## src/rtl/hdmi_packet_parser.sv

```systemverilog
// Reassembles byte-serial HDMI data-island packets into header + 4 subpackets, checks InfoFrames.
// Optional saturating statistics counters are enabled by defining PARSER_STATS_EN.
module hdmi_packet_parser #(
  parameter int MAX_IF_LENGTH = 27,
  parameter int STAT_WIDTH    = 16
) (
  input  logic                  clk_pixel,
  input  logic                  reset,
  input  logic                  in_valid,
  input  logic                  in_sop,
  input  logic [7:0]            in_byte,
  output logic [23:0]           header,
  output logic [3:0][55:0]      sub,
  output logic                  pkt_valid,
  output logic                  pkt_err,
  output logic [1:0]            err_code,
  output logic                  busy,
  output logic [STAT_WIDTH-1:0] good_count,
  output logic [STAT_WIDTH-1:0] bad_count
);

  typedef enum logic [1:0] {IDLE, HDR, BODY, DONE} state_t;

  localparam logic [4:0] MAX_LEN = 5'(MAX_IF_LENGTH);

  state_t           state_reg, state_next;
  logic [4:0]       idx_reg, idx_next;
  logic [2:0][7:0]  hb_reg, hb_next;
  logic [27:0][7:0] pb_reg, pb_next;
  logic [7:0]       sum_reg, sum_next;
  logic             good_reg, good_next;
  logic [1:0]       code_reg, code_next;
  logic [23:0]      header_reg;
  logic [3:0][55:0] sub_reg, sub_load;
  logic             start, abort, last_byte, in_pkt;
  logic [4:0]       len;

  assign start     = in_valid & in_sop;
  assign in_pkt    = (state_reg == HDR) || (state_reg == BODY);
  assign abort     = start & in_pkt & ~reset;
  assign last_byte = (state_reg == BODY) & in_valid & ~in_sop & (idx_reg == 5'd27);
  assign len       = hb_reg[2][4:0];

  // State register
  always_ff @(posedge clk_pixel) begin
    if (reset) state_reg <= IDLE;
    else       state_reg <= state_next;
  end

  // Next-state logic; DONE behaves like IDLE so packets may run back-to-back
  always_comb begin
    state_next = state_reg;
    case (state_reg)
      IDLE, DONE: state_next = start ? HDR : IDLE;
      HDR: begin
        if (start)                         state_next = HDR;
        else if (in_valid && idx_reg[0])   state_next = BODY;
      end
      BODY: begin
        if (start)          state_next = HDR;
        else if (last_byte) state_next = DONE;
      end
      default: state_next = IDLE;
    endcase
  end

  // Capture datapath and running checksum
  always_comb begin
    idx_next  = idx_reg;
    hb_next   = hb_reg;
    pb_next   = pb_reg;
    sum_next  = sum_reg;
    good_next = good_reg;
    code_next = code_reg;
    if (start) begin
      hb_next[0] = in_byte;
      idx_next   = 5'd0;
      sum_next   = in_byte;
    end else if (in_valid) begin
      if (state_reg == HDR) begin
        if (idx_reg[0]) hb_next[2] = in_byte;
        else            hb_next[1] = in_byte;
        idx_next = idx_reg[0] ? 5'd0 : 5'd1;
        sum_next = sum_reg + in_byte;
      end else if (state_reg == BODY) begin
        pb_next[idx_reg] = in_byte;
        idx_next         = idx_reg + 5'd1;
        if (idx_reg <= len) sum_next = sum_reg + in_byte;
      end
    end
    if (last_byte) begin
      // Length error outranks checksum error; non-InfoFrames are never checked
      if (hb_reg[0][7] && (len > MAX_LEN)) begin
        good_next = 1'b0;
        code_next = 2'd2;
      end else if (hb_reg[0][7] && (sum_next != 8'd0)) begin
        good_next = 1'b0;
        code_next = 2'd1;
      end else begin
        good_next = 1'b1;
        code_next = 2'd0;
      end
    end
  end

  genvar gi;
  generate
    for (gi = 0; gi < 4; gi++) begin : g_sub
      assign sub_load[gi] = pb_next[7*gi +: 7];
    end
  endgenerate

  always_ff @(posedge clk_pixel) begin
    if (reset) begin
      idx_reg    <= '0;
      hb_reg     <= '0;
      pb_reg     <= '0;
      sum_reg    <= '0;
      good_reg   <= 1'b0;
      code_reg   <= 2'd0;
      header_reg <= '0;
      sub_reg    <= '0;
    end else begin
      idx_reg  <= idx_next;
      hb_reg   <= hb_next;
      pb_reg   <= pb_next;
      sum_reg  <= sum_next;
      good_reg <= good_next;
      code_reg <= code_next;
      if (last_byte && good_next) begin
        header_reg <= {hb_reg[2], hb_reg[1], hb_reg[0]};
        sub_reg    <= sub_load;
      end
    end
  end

  // Output logic; abort is combinational so it lines up with the new HB0 byte
  always_comb begin
    busy      = in_pkt;
    pkt_valid = (state_reg == DONE) & good_reg & ~reset;
    pkt_err   = ((state_reg == DONE) & ~good_reg & ~reset) | abort;
    err_code  = 2'd0;
    if (abort)                                           err_code = 2'd3;
    else if ((state_reg == DONE) && !good_reg && !reset) err_code = code_reg;
  end

  assign header = header_reg;
  assign sub    = sub_reg;

`ifdef PARSER_STATS_EN
  logic [STAT_WIDTH-1:0] good_cnt_reg, bad_cnt_reg;

  always_ff @(posedge clk_pixel) begin
    if (reset) begin
      good_cnt_reg <= '0;
      bad_cnt_reg  <= '0;
    end else begin
      if (pkt_valid && !(&good_cnt_reg)) good_cnt_reg <= good_cnt_reg + 1'b1;
      if (pkt_err && !(&bad_cnt_reg))    bad_cnt_reg  <= bad_cnt_reg + 1'b1;
    end
  end

  assign good_count = good_cnt_reg;
  assign bad_count  = bad_cnt_reg;
`else
  assign good_count = '0;
  assign bad_count  = '0;
`endif

endmodule

```

## config.mk

```make
export PLATFORM = sky130hd
export DESIGN_NAME = hdmi_packet_parser
export DESIGN_NICKNAME = d
export VERILOG_FILES = /design/src/rtl/hdmi_packet_parser.sv
export SDC_FILE = /design/constraint.sdc
export NUM_CORES = 1
export LEC_CHECK = 0
export ABC_AREA = 1
export CAP_MARGIN = 20
export CORE_MARGIN = 10
export CORE_UTILIZATION = 49
export DETAILED_ROUTE_END_ITERATION = 10
export PLACE_DENSITY = 0.74
export SYNTH_ARGS = -nofsm -noshare
export SYNTH_HDL_FRONTEND = slang
export SYNTH_SLANG_ARGS = --single-unit
export TNS_END_PERCENT = 10
```

## constraint.sdc

```tcl
create_clock -name clk_pixel -period 2.5 [get_ports clk_pixel]
set_input_delay 0.5 -clock clk_pixel [delete_from_list [all_inputs] [get_ports clk_pixel]]
set_output_delay 0.5 -clock clk_pixel [all_outputs]
set_load 0.01 [all_outputs]
```

==> run metrics, run 1 <==
status=finished, violations left; failing checks=setup timing; via/cell ratio=approximately 5.3; Slew headroom=between 40% and 50%; # diodes=0; GR Util All Layers=a little under a quarter; Setup-failing EPs final=around 250; CP max-delay cell=dfxtp_2; minimum clock period=~2.7 ns; asr flop ratio synth=0%; synth unique cells=~40; Starting DRT DRC Count=1506; WL final=around 60000 um; dpl hpwl=approximately 39000 um; power density cells=roughly 620 nW/um2; finished layout cell area=~28000 um2; # rows=75; CTS tree=done; worst stage delay on the critical path=between 0.3 and 0.4 ns; worst min path class=in2reg; post-synth top area share=about half; Top FF cell, synth=dfxtp_1; vias in the first global route=about 18k; critical path, cell by cell=inv_2 -> ha_4 -> nand2_2 -> nor2_2 -> nand2_1 -> nand3_2 -> nand2_2 -> nand2_4 -> nand2_8 -> buf_4 -> nand3_1 -> nand3_2 -> nand4_1 -> nor2_2 -> nand2_4 -> nand2_8 -> buf_12 -> buf_6 -> buf_16 -> a21oi_1 -> nor2_1; Seq/Total Area, Yosys=49.3%; root buffer cell=clkbuf_16; Arr. time, crit path=approximately 3.2 ns; first-pass GRT wire length=between 90000 and 100000 um; area grow syn2layout=35.4%; H-tree depth=2; Post-Synthesis Cell Area=between 20000 and 25000 um2; Worst Path Required=2.97 ns; largest vdd supply drop=between 0.4 and 0.5 mV; chip width=between 200 and 250 um; crit path capture type=flip-flop; Core ar.=about 42000 um2; Sink Count=~510; Final GP Congestion=between 0.8 and 0.9; Max Slew Vio Count=0; Routed WL per cell=approximately 17 um; clock latency on the worst-skew pair=a little under 0.6 ns; die area=around 51000 um2; Fin. Hold Viols=0; port bufs=between 200 and 300; grt ovf=0; share of cells above drive strength 1=17.2%; Synth Area per Inst=between 8 and 9 um2; clock-pin slew on the worst setup and hold paths=0.06 ns; DR pass1 iterations=5; Syn Inst Count=~2.6k; Final Util=approximately two thirds; residual DRC count=0; Top Ports=between 200 and 300; Ys Warns=0; unrepaired setup endpoints after global routing=yes; Period Utilization, post-route=110%; Clock Skew=roughly 0.014 ns; CTS Buffer Depth=3; dpl ws=-0.760 ns; Initial Util=between 40% and 50%; startpoint types=flip-flop; fmax=364 MHz; Nets=around 3k; Synth area leaders=dfxtp_1 (49%), nor2_1 (9.7%), mux2i_1 (8.2%); setup ws final=-0.244 ns; placed cell areas=between 20000 and 30000 um2; most frequent cell after synthesis=nor2_1; die height=approximately 230 um; setup TNS=-40.65 ns; area leader, netlist=dfxtp_1; antenna viol nets, final=0; CTS Buf Count=between 50 and 60; Crit Path Category=reg2reg; Yosys reg bits=514; Leakage=~13 nW; Synth top cells by count=nor2_1 (540), dfxtp_1 (514), nand2_1 (334), a21oi_1 (320), nand3_1 (269); hold buffers post-CTS=0; crit-path max FO=13; vias after detailed routing=between 15k and 20k; Max-Cap Viols=0; Post-synth EDFFs=0; worst slew pin tran=0.851 ns; largest net degree at the start of global routing=between 150 and 200; initial antenna violation count=1
-- through the flow --
stage                     std cells  power (mW)  hold slack (ns)
after floorplan                2599        9.55            0.430
after global placement         3451        9.99            0.444
after detailed placement       3451        10.0            0.453
after CTS                      3559        17.6            0.235
after global routing           3573        18.2            0.266
final                          3573        17.6            0.260
-- kinds of logic after synthesis --
group	synth area share [%]
AO/OA/AOI/OAI	9.59
flip-flops	49.3
multiplexers	8.15
adder cells (fa/ha/maj)	1.23
AND/OR/NAND/NOR	23.5
other	0.0180
buffers and inverters	8.06
XOR/XNOR	0.210
-- final timing paths --
path              start           end  slack, ns  cells past startpoint
min reg2reg  hb_reg[14]    hb_reg[14]       0.46                      2
max reg2reg  hb_reg[18]       sub[76]      -0.24                     21
min               reset  state_reg[0]       0.26                      4
max          hb_reg[18]       sub[76]      -0.24                     21
-- what timing repair did --
action                                  in CTS  in global routing
gates cloned                                 7                  9
gates resized for setup                     69                 48
buffers inserted                            10                  6
pin swaps                                   19                 18
endpoints found under the setup margin     253                268
-- layer usage --
layer | share of wire (%) | track usage (%) | routed length, um | vias up
li1 | - | - | - | 9229
met1 | 43 | 29.0 | 26500 | 8983
met2 | 48 | 38.7 | 29800 | 575
met3 | 6.3 | 3.97 | 3870 | 97
met4 | 2.3 | 6.86 | 1400 | 0
met5 | 0 | 0 | 0 | -
-- power by group --
part	internal [mW]	switching, mW
Sequential	8.26	0.0431
Clock	4.31	3.19
Combinational	0.722	1.10
Total	13.3	4.33
-- cells in the final DEF, fill, tap and decap left out, types with 11 or more instances in the layout --
| cell type | count |
|---|---|
| ha_1 | 14 |
| inv_1 | 60 |
| buf_12 | 56 |
| a21oi_1 | 307 |
| nor2_1 | 538 |
| nand3_2 | 34 |
| clkbuf_16 | 61 |
| clkdlybuf4s50_1 | 252 |
| buf_4 | 222 |
| a21oi_2 | 33 |
| nand3_1 | 235 |
| clkbuf_1 | 11 |
| mux2i_1 | 170 |
| inv_2 | 12 |
| o21ai_0 | 25 |
| conb_1 | 32 |
| clkbuf_8 | 12 |
| nand2_1 | 325 |
| dfxtp_1 | 509 |
-- area by class of cell --
| type | count | area, um2 |
|---|---|---|
| fillers | 3267 | 13800 |
| flip-flops and latches | 514 | 10300 |
| multi-input cells | 1785 | 9390 |
| repair buffers | 570 | 5980 |
| clock buffers | 75 | 1520 |
| well taps | 539 | 674 |
| inverters | 74 | 285 |
| clock inverters | 16 | 121 |
-- worst max-delay path: cells and delay by family (launching register included) --
kind	cells	cell delay, ns
buf+inv	5	0.65
simple gates	14	1.22
fa+ha+maj	1	0.26
flops	1	0.34
compound gates	1	0.15
(Power assumes the default switching activity.)
==> run 2: changes to the inputs <==
--- a/config.mk
+++ b/config.mk
@@ -11,6 +11,7 @@
 export CORE_UTILIZATION = 49
 export DETAILED_ROUTE_END_ITERATION = 10
 export PLACE_DENSITY = 0.74
+export RECOVER_POWER = 50
 export SYNTH_ARGS = -nofsm -noshare
 export SYNTH_HDL_FRONTEND = slang
 export SYNTH_SLANG_ARGS = --single-unit
==> constraint.sdc (replaced) <==
create_clock -name clk_pixel -period 2.5 [get_ports clk_pixel]
set_input_delay 0.625 -clock clk_pixel [delete_from_list [all_inputs] [get_ports clk_pixel]]
set_output_delay 0.625 -clock clk_pixel [all_outputs]
set_load 0.01 [all_outputs]
==> run 2 against run 1 <==
  * The flow still finishes with violations (setup timing)
  * Utilization rose by 1.8 points
  * Via count rose by 1.6%
  * Clock skew rose by 0.0013 ns
  * Clock-buffer cell count rose by 4
  * Non-clock buffer count rose by 18
  * Final cell count rose by 0.73%
  * Global-route usage rose by 0.70 points
  * Die area did not move
  * Worst setup slack improved by 0.022 ns
  * Combinational power rose by 8%
  * Largest power group is now the clock network
==> run metrics, run 2 (same netlist as run 1, synthesis figures left out) <==
status=finished, violations left; failing checks=setup timing; largest net degree at the start of global routing=around 170; area grow syn2layout=39.0%; unrepaired setup endpoints after global routing=yes; H-tree depth=2; finished layout cell area=29000 um2; vias in the first global route=between 15k and 20k; Clock Skew=roughly 0.016 ns; die height=~230 um; crit path capture type=flip-flop; vias after detailed routing=19.2k; minimum clock period=approximately 2.7 ns; Arr. time, crit path=3.21 ns; startpoint types=flip-flop; CTS Buf Count=53; Initial Util=about half; DR pass1 iterations=6; chip width=around 230 um; via/cell ratio=5.33; CTS tree=done; Routed WL per cell=around 18 um; Top Ports=just under 300; area of the multi-input gates=approximately 9800 um2; Max-Cap Viols=0; die area=approximately 51000 um2; placed cell areas=25700 um2; setup TNS=-36.24 ns; Max Slew Vio Count=0; crit-path max FO=8; # rows=75; grt ovf=0; setup ws final=-0.222 ns; Final Util=between 60% and 70%; Setup-failing EPs final=around 250; critical path, cell by cell=inv_2 -> ha_4 -> nand2_4 -> nor2_4 -> nand2_2 -> nand3_2 -> nand2_2 -> nand2_4 -> nand2_8 -> o21ai_2 -> nor2_2 -> nor2_2 -> nand2_2 -> nor2_4 -> nand2_4 -> nand2_8 -> buf_8 -> buf_16 -> buf_6 -> nand3_1 -> nand2_1 -> nor2_1; share of cells above drive strength 1=roughly 20%; CTS Buffer Depth=3; most common cell after layout, fill and taps aside=nor2_1; clock latency on the worst-skew pair=about 0.6 ns; Filler Cell Count=3190; worst stage delay on the critical path=between 0.3 and 0.4 ns; Worst Path Required=between 2 and 3 ns; worst min path class=reg2reg; Sink Count=a little over 500; power density cells=roughly 640 nW/um2; Final GP Congestion=a little under 0.9; root buffer cell=clkbuf_16; first-pass GRT wire length=98100 um; Fin. Hold Viols=0; port bufs=264; Leakage=12.8 nW; dpl hpwl=39000 um; Crit Path Category=reg2reg; largest vdd supply drop=0.610 mV; most frequent cells in the layout=nor2_1 (532), dfxtp_1 (508), nand2_1 (312); fmax=367 MHz; initial antenna violation count=3; Starting DRT DRC Count=between 1.5k and 2k; Storage cell area=~10000 um2; Core ar.=42000 um2; WL final=63600 um; CP max-delay cell=dfxtp_2; worst slew pin tran=1.17 ns; Period Utilization, post-route=109%; Nets=3047; Slew headroom=22.1%; residual DRC count=0; total power=around 19 mW; antenna viol nets, final=0; GR Util All Layers=roughly a quarter; clock-pin slew on the worst setup and hold paths=0.06 ns
==> run 2: cell type report <==
class | instances | area share, %
multi-input combinational | 1784 | 33.6
antenna | 3 | 0.0259
clock inverter | 18 | 0.905
clock buffer | 79 | 5.53
tap | 539 | 2.32
inverter | 74 | 0.992
timing repair buffer | 588 | 21.1
sequential | 514 | 35.5
==> run 2: what timing repair did <==
| action | 4_1_cts | 5_1_grt |
|---|---|---|
| setup buffers | 14 | 5 |
| hold endpoints to repair | 0 | 0 |
| endpoints found under the setup margin | 254 | 274 |
| pin swaps | 31 | 38 |
| hold buffers | 0 | 0 |
| cloned | 9 | 7 |
| resized for setup | 119 | 103 |
==> run 2: worst max-delay path: cells and delay by family (launching register included) <==
family	cells	cell delay, ns
AND/OR/NAND/NOR	16	1.35
buffers and inverters	4	0.51
AO/OA/AOI/OAI	1	0.13
adder cells (fa/ha/maj)	1	0.27
flip-flops	1	0.34
==> run 2: per-layer routing <==
| metal | global-route usage [%] | routed length [um] | vias to the layer above |
|---|---|---|---|
| met3 | 4.64 | 4400 | 131 |
| met5 | 0 | 0 | - |
| met1 | 29.5 | 26800 | 9116 |
| met2 | 39.3 | 30600 | 683 |
| met4 | 8.50 | 1920 | 0 |
| li1 | - | - | 9262 |
==> run 2: stage by stage <==
step / hold slack (ns) / setup WS (ns) / std cells
after floorplan: 0.430 / -0.0266 / 2599
after global placement: 0.442 / -0.882 / 3464
after detailed placement: 0.448 / -0.949 / 3464
after CTS: 0.455 / -0.215 / 3584
after global routing: 0.481 / -0.478 / 3599
final: 0.455 / -0.222 / 3599
==> run 2: where the power goes <==
group	leakage [nW]	switching (mW)	internal, mW
clock network	0.914	3.30	5.05
registers	4.14	0.0493	8.26
logic	7.70	1.18	0.794
total	12.8	4.53	14.1
==> run 2: worst paths after layout <==
path	startpoint	to	slack, ns	cells after the start
hold / removal	hb_reg[21]	hb_reg[21]	0.45	2
hold reg to reg	hb_reg[21]	hb_reg[21]	0.45	2
setup / recovery	hb_reg[17]	sub[4]	-0.22	22
setup reg to reg	hb_reg[17]	sub[4]	-0.22	22
==> run 3: changes to the inputs <==
--- a/config.mk
+++ b/config.mk
@@ -7,6 +7,7 @@
 export LEC_CHECK = 0
 export ABC_AREA = 1
 export CAP_MARGIN = 20
+export CORE_ASPECT_RATIO = 0.6
 export CORE_MARGIN = 10
 export CORE_UTILIZATION = 49
 export DETAILED_ROUTE_END_ITERATION = 10
==> run 3 against run 2 <==
  * Utilization shrank 2.1 points
  * Critical endpoint is now sub[36]
  * Total power shrank 3.6%
  * First-iteration DRC count shrank 6.3%
  * Clock power shrank 10%
  * Register-to-register slack lost 0.10 ns
  * Die area grew 0.53%
  * Sequential cell count is the same
  * Combinational power grew 9.6%
  * Clock skew grew 0.0071 ns
  * Clock-buffer cell count shrank 12
  * Wire length shrank 2.4%
  * Global-route usage shrank 0.78 points
  * The run ends with capacitance limit, slew limit, setup timing left
==> run metrics, run 3 (same netlist as run 1, synthesis figures left out) <==
Nets=2998; crit path capture type=flip-flop; power density cells=~640 nW/um2; finished layout cell area=between 20000 and 30000 um2; startpoint types=flip-flop; Sink Count=just over 500; Max Slew Vio Count=245; port bufs=264; area grow syn2layout=34.7%; Filler Cell Count=3317; Period Utilization, post-route=113%; CTS tree=done; largest vdd supply drop=between 0.4 and 0.5 mV; # rows=58; most common cell after layout, fill and taps aside=nor2_1; placed cell areas=around 25000 um2; H-tree depth=2; Top Ports=a little under 300; dpl hpwl=39200 um; unrepaired setup endpoints after global routing=yes; Starting DRT DRC Count=1470; Worst Path Required=2.96 ns; via/cell ratio=between 5 and 6; setup ws final=-0.326 ns; initial antenna violation count=0; largest net degree at the start of global routing=~250; die height=about 180 um; Leakage=between 10 and 15 nW; WL final=62100 um; Max-Cap Viols=1; Initial Util=around half; share of cells above drive strength 1=between 10% and 20%; Final GP Congestion=between 0.8 and 0.9; hold buffers post-CTS=0; Setup-failing EPs final=around 270; CTS Buffer Depth=3; antenna viol nets, final=0; worst min path class=reg2reg; clock latency on the worst-skew pair=between 0.5 and 0.6 ns; first-pass GRT wire length=around 97000 um; root buffer cell=clkbuf_16; placed cells=between 3k and 4k; grt ovf=0; Slew headroom=-32.7%; Routed WL per cell=approximately 17 um; crit-path max FO=6; chip width=286 um; vias after detailed routing=roughly 19k; fmax=approximately 350 MHz; CTS Buf Count=47; most frequent cells in the layout=nor2_1 (538), dfxtp_1 (508), nand2_1 (310); die area=between 50000 and 60000 um2; minimum clock period=2.83 ns; GR Util All Layers=between 20% and 30%; vias in the first global route=17.9k; Crit Path Category=reg2reg; failing checks=capacitance limit, slew limit, setup timing; status=finished, violations left; DR pass1 iterations=5; Core ar.=roughly 42000 um2; Arr. time, crit path=~3.3 ns; clock-pin slew on the worst setup and hold paths=about 0.070 ns; Fin. Hold Viols=0; worst slew pin tran=between 1.5 and 2 ns; Clock Skew=about 0.023 ns; residual DRC count=0; final std cells w/o fill=3568
-- run 3: cell count changes in the layout (fill, tap and decap cells not counted), moves of 7 or more --
cell             previous run  this run
nand3_1                   197       228
buf_4                     228       188
nand3_2                    66        41
dlygate4sd3_1               1       218
clkbuf_16                  60        52
clkdlybuf4s50_1           248        32
clkbuf_8                   19        12
-- run 3: area by class of cell --
class                   instances  area, um2  share of cell area [%]
clock inverters                13        190                   0.676
multi-input cells            1784       9500                    33.8
repair buffers                545       5720                    20.3
inverters                      74        285                    1.01
flip-flops and latches        514      10300                    36.6
well taps                     570        713                    2.54
clock buffers                  67       1400                    4.99
diodes                          1       2.50                 0.00890
-- run 3: path summary, 6_finish.rpt --
path / from / to / slack [ns] / depth (start not counted)
worst max register to register: hb_reg[20] / sub[36] / -0.33 / 21
worst min-delay path: hb_reg[14] / hb_reg[14] / 0.46 / 2
worst max-delay path: hb_reg[20] / sub[36] / -0.33 / 21
worst min register to register: hb_reg[14] / hb_reg[14] / 0.46 / 2
-- run 3: critical path, stage by stage, from the launching register on --
cell and delay, ns:
dfxtp_2 0.34, inv_2 0.05, ha_4 0.23, a21oi_1 0.20, nand3_2 0.10, nand2_2 0.08, nand2_4 0.09, buf_4 0.15
a21oi_2 0.10, nor2_1 0.06, nor2_2 0.13, nand3_2 0.12, nor2_4 0.14, nand2_4 0.08, nand2_8 0.09, buf_12 0.14
buf_12 0.15, buf_4 0.13, buf_12 0.11, nand3_1 0.06, nand2_1 0.09, nor2_1 0.06
-- run 3: per-stage QoR --
stage	power [mW]	setup slack [ns]	TNS (ns)	hold slack [ns]	util, %
3_3_place_gp	10.2	-0.878	-280.94	0.447	60.4
5_1_grt	18.6	-0.464	-107.93	0.465	66.9
2_1_floorplan	9.57	-0.0266	-4.22	0.430	-
6_report	18.0	-0.326	-59.31	0.462	66.9
4_1_cts	18.0	-0.277	-48.48	0.455	66.3
3_5_place_dp	10.2	-0.894	-278.82	0.454	60.5
-- run 3: timing repair --
action,in CTS,in global routing
buffers inserted,28,9
endpoints found under the setup margin,254,300
pin swaps,29,29
gates cloned,7,4
resized for setup,101,51
-- run 3: per-layer routing --
metal | part of all wire [%] | vias to the layer above | global-route usage (%)
met1 | 45 | 8842 | 30.5
met4 | 1.7 | 0 | 5.10
met3 | 6.3 | 98 | 4.63
li1 | - | 9174 | -
met2 | 47 | 488 | 37.1
met5 | 0 | - | 0
-- run 3: power by group --
part	leakage (nW)	total (mW)	switching, mW	internal [mW]
Clock	0.793	7.50	3.11	4.40
Sequential	4.14	8.30	0.0467	8.26
Combinational	8.24	2.16	1.22	0.941
